<file path="src/rtl/tlc_phase_scheduler.sv">
// Two-lane traffic light phase scheduler with emergency preempt.
// Drives lane lights and per-lane queue counter up/down commands.
module tlc_phase_scheduler #(
   parameter int MIN_GREEN = 4,
   parameter int MAX_GREEN = 12,
   parameter int YEL_T     = 2,
   parameter int AR_T      = 1
) (
   input  logic       clk,
   input  logic       rst_n,
   input  logic       tick,
   input  logic       car_ns,
   input  logic       car_ew,
   input  logic [3:0] cnt_ns,
   input  logic [3:0] cnt_ew,
   input  logic       emg,
   input  logic       emg_dir,
   output logic [1:0] w_ns,
   output logic [1:0] w_ew,
   output logic [1:0] lt_ns,
   output logic [1:0] lt_ew,
   output logic       busy_emg
);

   typedef enum logic [2:0] {
      AR_NS,
      NS_G,
      NS_Y,
      AR_EW,
      EW_G,
      EW_Y
   } state_t;

   localparam logic [4:0] MIN_P = 5'(MIN_GREEN);
   localparam logic [4:0] MAX_P = 5'(MAX_GREEN);
   localparam logic [4:0] YEL_P = 5'(YEL_T);
   localparam logic [4:0] AR_P  = 5'(AR_T);

   state_t     state_q;
   state_t     state_d;
   logic [3:0] timer_q;
   logic [4:0] tnext;
   logic       ns_green;
   logic       ew_green;
   logic       ns_has;
   logic       ew_has;

   assign tnext    = {1'b0, timer_q} + 5'd1;
   assign ns_green = (state_q == NS_G);
   assign ew_green = (state_q == EW_G);
   assign ns_has   = (cnt_ns != 4'd0);
   assign ew_has   = (cnt_ew != 4'd0);

   // Next phase; only a tick can move the phase.
   always_comb begin
      state_d = state_q;
      if (tick) begin
         case (state_q)
            AR_NS: if (tnext >= AR_P) state_d = NS_G;
            NS_G: begin
               if (emg) begin
                  if (emg_dir) state_d = NS_Y;
               end else if (ew_has && tnext >= MIN_P &&
                            (!ns_has || tnext >= MAX_P)) begin
                  state_d = NS_Y;
               end
            end
            NS_Y:  if (tnext >= YEL_P) state_d = AR_EW;
            AR_EW: if (tnext >= AR_P) state_d = EW_G;
            EW_G: begin
               if (emg) begin
                  if (!emg_dir) state_d = EW_Y;
               end else if (ns_has && tnext >= MIN_P &&
                            (!ew_has || tnext >= MAX_P)) begin
                  state_d = EW_Y;
               end
            end
            EW_Y:    if (tnext >= YEL_P) state_d = AR_NS;
            default: state_d = AR_NS;
         endcase
      end
   end

   // Phase register and saturating dwell timer, cleared on phase change.
   always_ff @(posedge clk) begin
      if (!rst_n) begin
         state_q <= AR_NS;
         timer_q <= 4'd0;
      end else begin
         state_q <= state_d;
         if (state_d != state_q) begin
            timer_q <= 4'd0;
         end else if (tick && timer_q != 4'hF) begin
            timer_q <= timer_q + 4'd1;
         end
      end
   end

   // Lights decode purely from the registered phase.
   always_comb begin
      lt_ns = 2'b00;
      lt_ew = 2'b00;
      case (state_q)
         NS_G:    lt_ns = 2'b10;
         NS_Y:    lt_ns = 2'b01;
         EW_G:    lt_ew = 2'b10;
         EW_Y:    lt_ew = 2'b01;
         default: begin
            lt_ns = 2'b00;
            lt_ew = 2'b00;
         end
      endcase
   end

   // Arrival counts up; departures only leave a green, non-empty lane.
   assign w_ns = rst_n ? {tick & ns_green & ns_has, car_ns} : 2'b00;
   assign w_ew = rst_n ? {tick & ew_green & ew_has, car_ew} : 2'b00;

   assign busy_emg = rst_n & emg & (emg_dir ? ew_green : ns_green);

endmodule

</file>
<file path="config.mk">
export PLATFORM = sky130hd
export DESIGN_NAME = tlc_phase_scheduler
export DESIGN_NICKNAME = d
export VERILOG_FILES = /design/src/rtl/tlc_phase_scheduler.sv
export SDC_FILE = /design/constraint.sdc
export NUM_CORES = 1
export LEC_CHECK = 0
export CAP_MARGIN = 20
export CORE_MARGIN = 10
export CORE_UTILIZATION = 42
export DETAILED_ROUTE_END_ITERATION = 8
export HOLD_SLACK_MARGIN = 0.02
export PLACE_DENSITY = 0.76
export RECOVER_POWER = 100
export SETUP_SLACK_MARGIN = 0.5
export SYNTH_ARGS = -nofsm -noshare
export SYNTH_HDL_FRONTEND = slang
export SYNTH_SLANG_ARGS = --single-unit
</file>
<file path="constraint.sdc">
create_clock -name clk -period 4.8 [get_ports clk]
set_input_delay 0.96 -clock clk [delete_from_list [all_inputs] [get_ports clk]]
set_output_delay 0.96 -clock clk [all_outputs]
set_load 0.05 [all_outputs]
</file>
==> metrics.md, run 1 <==
| Metric | Value |
|---|---|
| Root Buffer | clkbuf_4 |
| Commonest cells post-synth | 9 x nand2_1, 8 x inv_1, 8 x nor3_1, 7 x dfxtp_1, 6 x nor2_1 |
| Synth Area in Simple Gates | 0.342 |
| Startpoint types | input pin |
| Synth unique cells | 41 |
| Fillers | 180 |
| Post-CTS Setup Inserts | 0 |
| Worst Path Buf+Inv | 2 |
| Post-CTS sizing | 0 |
| Sequential area share after synthesis | 0.185 |
| Time the worst path needs with I/O delays and setup | 3.89 ns |
| Flops & latches, synth | 7 |
| Starting density of the core | 0.439 |
| Synth Net Count | 116 |
| Ys Warns | 0 |
| Worst path cell trace | dlygate4sd3_1, nand2_1, nor4_1, dlygate4sd3_1 |
| Skew final | 0.000282 ns |
| Mean cell area of the mapped netlist | 7.74 um2 |
| Fin util | 0.574 |
| # DRC | 0 |
| Critical path capture point type | output port |
| Synthesized area | 758 um2 |
| First-pass GRT wire length | 3320 um |
| Worst EP required | 3.84 ns |
| Initial DRC count | 21 |
| Grt ovf | 0 |
| Leak | 0.000396 uW |
| Top delay family on crit path | buffers and inverters |
| Dpl hpwl | 1650 um |
| Sink Count | 7 |
| Crit-path slowest cell | dlygate4sd3_1 |
| CTS max path bufs | 2 |
| Gp weighted congestion | 0.841 |
| H-tree levels | 1 |
| Worst vdd rail ir drop | 0.000187 V |
| RSZ-0062 raised after global routing | false |
| Number of synthesized flops with an enable pin | 0 |
| Cell taking the most area after synthesis | dfxtp_1 |
| Post-route ant nets | 0 |
| Vias in the first global route | 704 |
| P&R area growth vs syn | 30.7% |
| Mux contribution to synthesized area | 0.0132 |
| Largest family of logic cells by synthesized area | simple AND/OR/NAND/NOR gates |
| Hold Crit Class | reg -> reg |
| Gr usage total | 0.0976 |
| Run status | finished, final reports clean |
| FF+latch area | 140 um2 |
| Most frequent cell after synthesis | nand2_1 |
| Endpoints failing setup | 0 |
| Nets | 139 |
| Asr flop ratio synth | 0 |
| Fmax | 257 MHz |
| Row count | 15 |
| Pin count of the biggest net entering global routing | 13 |
| Worst-path maximum fanout | 9 |
| Vias per cell | 5.43 |
| Share of cells above drive strength 1 | 0.100 |
| Worst-margin pin slew | 0.569 ns |
| Fin crit share | 0.811 |
| Slew HR | 0.611 |
| Setup TNS | 0 ns |
| Max Slew Vio Count | 0 |
| Final hold viol count | 0 |
| Multi-input logic area | 533 um2 |
| Synth Area in Compound Gates | 0.274 |
| Routed wire per std cell | 13.9 um |
| Max stage delay on crit path | 0.91 ns |
| Core Region | 1730 um2 |
| DRT Pass-1 Iters | 4 |
| Post-Synth Adder-Cell Area | 0.0495 |
| Max Cap Viol | 0 |
| Power Density | 188 nW/um2 |
| # port buffers | 23 |
| CTS tree | built |
| Synth Area in XOR/XNOR | 0.0347 |
| Die Span Y | 62.5 um |
| CTS buffer count | 3 |
| Via count | 787 |
| Worst path depth | 4 |
| Boundary pin count | 24 |
| Initial antenna violation count | 0 |
| Mapped Cells | 98 |
| Top cell by count, worst path | dlygate4sd3_1 |
| WL final | 2020 um |
| ANT cells | 0 |
| Reg clk slew, reported paths | 0.05 ns |
| Worst skew pair latency | 0.25 ns |
| Main synth FF type | dfxtp_1 |
| DIE WIDTH | 62.5 um |
| Hold path depth | 2 |
| R2R cell count | 8 |
| Synth top area share | 0.185 |
| Critical path class | in -> out |
| Die Area | 3910 um2 |
| Arrival time worst endpoint | 2.93 ns |
| Synth area leaders | dfxtp_1 18%, nor3_1 5.3%, ha_1 5.0%, nor4_2 5.0%, nand2_1 4.5% |
| Hold-fix buffers, CTS | 0 |
where the power goes:
| part | switching, uW | total [uW] | internal, uW | leakage (uW) |
|---|---|---|---|---|
| registers | 7.19 | 68.2 | 61.0 | 0.0000569 |
| clock network | 20.6 | 52.3 | 31.7 | 0.0000150 |
| logic | 35.5 | 65.8 | 30.3 | 0.000324 |
kinds of logic (layout without fill, tap and decap cells):
logic type / Yosys count / after routing
adders and majority gates: 3 / 3
muxes: 1 / 1
buffers and inverters: 13 / 35
AOI/OAI and AO/OA: 27 / 27
and+or+nand+nor: 44 / 44
DFF: 7 / 7
xor gates and xnor gates: 3 / 3
sequential cells by signal, summed over array words and instances, names as in the netlist:
register / flops
state_q: 3
timer_q: 4
area by class of cell:
type	instances	share of cell area
clock buffer	4	0.0265
inverter	8	0.0303
multi-input combinational	78	0.538
sequential	7	0.141
tap	25	0.0316
timing repair buffer	23	0.232
worst paths after layout:
check                                             start                       to  slack (ns)
worst min-delay path              state_q[0]$_SDFF_PN0_    state_q[0]$_SDFF_PN0_        0.63
worst min register to register    state_q[0]$_SDFF_PN0_    state_q[0]$_SDFF_PN0_        0.63
worst max register to register  timer_q[0]$_SDFFE_PP0P_  timer_q[1]$_SDFFE_PP0P_        2.22
worst max-delay path                               tick                  w_ns[1]        0.91
cells in the final DEF (no fill, tap or decap), types with 4 or more instances in the layout:
cell type | Yosys | layout
clkdlybuf4s50_1 | 0 | 12
dlygate4sd3_1 | 0 | 11
nand2_1 | 9 | 9
inv_1 | 8 | 8
nor3_1 | 8 | 8
dfxtp_1 | 7 | 7
nor2_1 | 6 | 6
a21oi_1 | 5 | 5
o21ai_0 | 4 | 5
and2_1 | 4 | 4
worst reg2reg max path: cells and delay by family, from the launching register on:
kind	cells	cell delay, ns
flops	1	0.52
compound gates	4	1.18
simple gates	2	0.24
fa+ha+maj	1	0.37
buf+inv	1	0.15
stage by stage:
step                      hold WS [ns]  worst slack, ns  cell area [um2]  total power (uW)  std cells
after global routing             0.681            0.830              991               199        145
after floorplan                  0.526             1.18              758               112         98
final                            0.635            0.905              991               186        145
after detailed placement         0.625             1.03              972               137        141
after global placement           0.600             1.05              972               136        141
after CTS                        0.633             1.02              998               190        145
metal layers:
layer,vias to the layer above,share of wire,GRT usage
li1,401,-,-
met1,355,0.50,0.127
met2,31,0.44,0.153
met3,0,0.064,0.0323
met4,0,0,0.0168
met5,-,0,0
No activity file was read; power rests on OpenSTA's default activity.
==> run 2: changes to the inputs <==
- CORE_UTILIZATION: 42 -> 41
- PLACE_DENSITY: 0.76 -> 0.77
- clock period: 4.8 -> 3.55 ns (I/O delays scaled with it)
==> run 2 against run 1 <==
Effect of this change:
- non-clock buffer count did not move
- first-iteration DRC count rose by 4.8%
- clock power rose by 30%
- routed wire length rose by 3.5%
- critical endpoint unchanged
- largest cell class unchanged
- largest power group unchanged
==> metrics.md, run 2 (same netlist as run 1, synthesis figures left out) <==
| Metric | Value |
|---|---|
| Run status | finished, final reports clean |
| WL final | 2090 um (+3.5%) |
| Vias in the first global route | 727 (+3.3%) |
| Skew final | 0.00106 ns (+0.000778 ns) |
| Largest regs | timer_q: 4 flops, state_q: 3 flops |
| Initial DRC count | 22 (+4.8%) |
| Largest register by flop count | timer_q |
| First-pass GRT wire length | 3300 um (-0.60%) |
| Setup TNS | 0 ns (unchanged) |
| Pin count of the biggest net entering global routing | 13 (unchanged) |
| Post-route ant nets | 0 (unchanged) |
| Max Slew Vio Count | 0 (unchanged) |
| Max Cap Viol | 0 (unchanged) |
| Critical path capture point type | output port |
| Die Area | 3970 um2 (+1.7%) |
| FF+latch area | 140 um2 (unchanged) |
| Most common cell after layout, fill and taps aside | clkdlybuf4s50_1 |
| # port buffers | 23 (unchanged) |
| Time the worst path needs with I/O delays and setup | 3.03 ns |
| Starting density of the core | 0.434 (-0.00472) |
| # DRC | 0 (unchanged) |
| Hold Crit Class | reg -> reg |
| H-tree levels | 1 (unchanged) |
| Root Buffer | clkbuf_4 |
| Core Region | 1750 um2 (+1.1%) |
| Post-CTS Setup Inserts | 0 (unchanged) |
| Worst skew pair latency | 0.24 ns (about the same) |
| P&R area growth vs syn | 27.2% |
| Via count | 793 (+0.76%) |
| Fin util | 0.553 (-0.0212) |
| Nets | 139 (unchanged) |
| Leak | 0.000366 uW (-7.6%) |
| CTS tree | built |
| Final instance area | 965 um2 (-2.7%) |
| Initial antenna violation count | 0 (unchanged) |
| DIE WIDTH | 63.0 um (+0.82%) |
| Endpoints failing setup | 0 (unchanged) |
| Boundary pin count | 24 (unchanged) |
| Routed wire per std cell | 14.4 um (+3.5%) |
| Fin crit share | 0.855 |
| Placed standard-cell area | 973 um2 (+0.13%) |
| DRT Pass-1 Iters | 4 (unchanged) |
| Worst-path maximum fanout | 9 (unchanged) |
| Reg clk slew, reported paths | 0.05 ns (about the same) |
| Critical path class | in -> out |
| Gp weighted congestion | 0.853 (+1.4%) |
| Most frequent cells in the layout | 13 x clkdlybuf4s50_1, 9 x nand2_1, 8 x inv_1, 8 x nor3_1, 7 x dfxtp_1 |
| Die Span Y | 63.0 um (+0.82%) |
| Grt ovf | 0 (unchanged) |
| Sink Count | 7 (unchanged) |
| Worst EP required | 2.84 ns (-1.00 ns) |
| Fmax | 330 MHz |
| Share of cells above drive strength 1 | 0.108 (+0.00833) |
| Startpoint types | input pin |
| CTS buffer count | 3 (unchanged) |
| ANT cells | 0 (unchanged) |
| Gr usage total | 0.0986 (+0.000912) |
| Number of flip-flops in the largest register | 4 (unchanged) |
| Hold-fix buffers, CTS | 0 (unchanged) |
| Worst vdd rail ir drop | 0.000223 V (+20%) |
| Slew HR | 0.580 (-0.0305) |
| Row count | 15 (unchanged) |
| Fillers | 176 (-2.2%) |
| Arrival time worst endpoint | 2.32 ns (-0.61 ns) |
| Dpl hpwl | 1650 um (-0.28%) |
| Multi-input logic area | 534 um2 (+0.23%) |
| Final hold viol count | 0 (unchanged) |
| CTS max path bufs | 2 (unchanged) |
| Power Density | 257 nW/um2 (+37%) |
| Vias per cell | 5.47 (+0.76%) |
| RSZ-0062 raised after global routing | false |
| Worst-margin pin slew | 0.614 ns (+0.0446 ns) |
## run 2: changes by cell type in the layout (fill, tap and decap cells not counted), sizes merged
cell / before / now
dlygate4sd3: 11 / 5
buf: 0 / 1
clkdlybuf4s50: 12 / 13
clkbuf: 4 / 8
## run 2: per-stage QoR
step	power (uW)	instances	hold WS (ns)	setup slack, ns
2_1_floorplan	151	98	0.526	0.831
3_5_place_dp	186	141	0.595	0.522
5_1_grt	266	145	0.654	0.454
4_1_cts	258	145	0.607	0.521
6_report	248	145	0.597	0.516
3_3_place_gp	184	141	0.598	0.557
## run 2: what timing repair did
item,4_1_cts,5_1_grt
resized for setup,0,3
endpoints found under the hold margin,0,0
endpoints found under the setup margin,0,3
## run 2: critical path: stages
cell and delay (ns):
dlygate4sd3_1 0.73, nand2_1 0.17, nor4_2 0.22, clkbuf_1 0.50
## run 2: per-layer routing
layer,GRT usage,up-vias,part of all wire
met5,0,-,0
met4,0.0335,0,0
met3,0.0269,0,0.040
met2,0.154,28,0.45
met1,0.125,362,0.51
li1,-,403,-
## run 2: cell type report
cell class,count,area share
Clock buffer,4,0.0272
Sequential cell,7,0.145
Tap cell,25,0.0324
Multi-Input combinational cell,78,0.554
Inverter,8,0.0311
Timing Repair Buffer,23,0.210
## run 2: final timing paths
check / end / startpoint / slack (ns) / cells after the start
worst max register to register: timer_q[1]$_SDFFE_PP0P_ / timer_q[0]$_SDFFE_PP0P_ / 0.90 / 8
worst max-delay path: w_ns[1] / tick / 0.52 / 4
worst min register to register: state_q[0]$_SDFF_PN0_ / state_q[0]$_SDFF_PN0_ / 0.60 / 2
worst min-delay path: state_q[0]$_SDFF_PN0_ / state_q[0]$_SDFF_PN0_ / 0.60 / 2
## run 2: power breakdown
group | leakage, uW | total, uW | internal [uW] | switching, uW
registers | 0.0000569 | 92.0 | 82.5 | 9.45
clock network | 0.0000150 | 68.0 | 42.6 | 25.4
logic | 0.000294 | 88.2 | 39.0 | 49.2
total | 0.000366 | 248 | 164 | 84.0
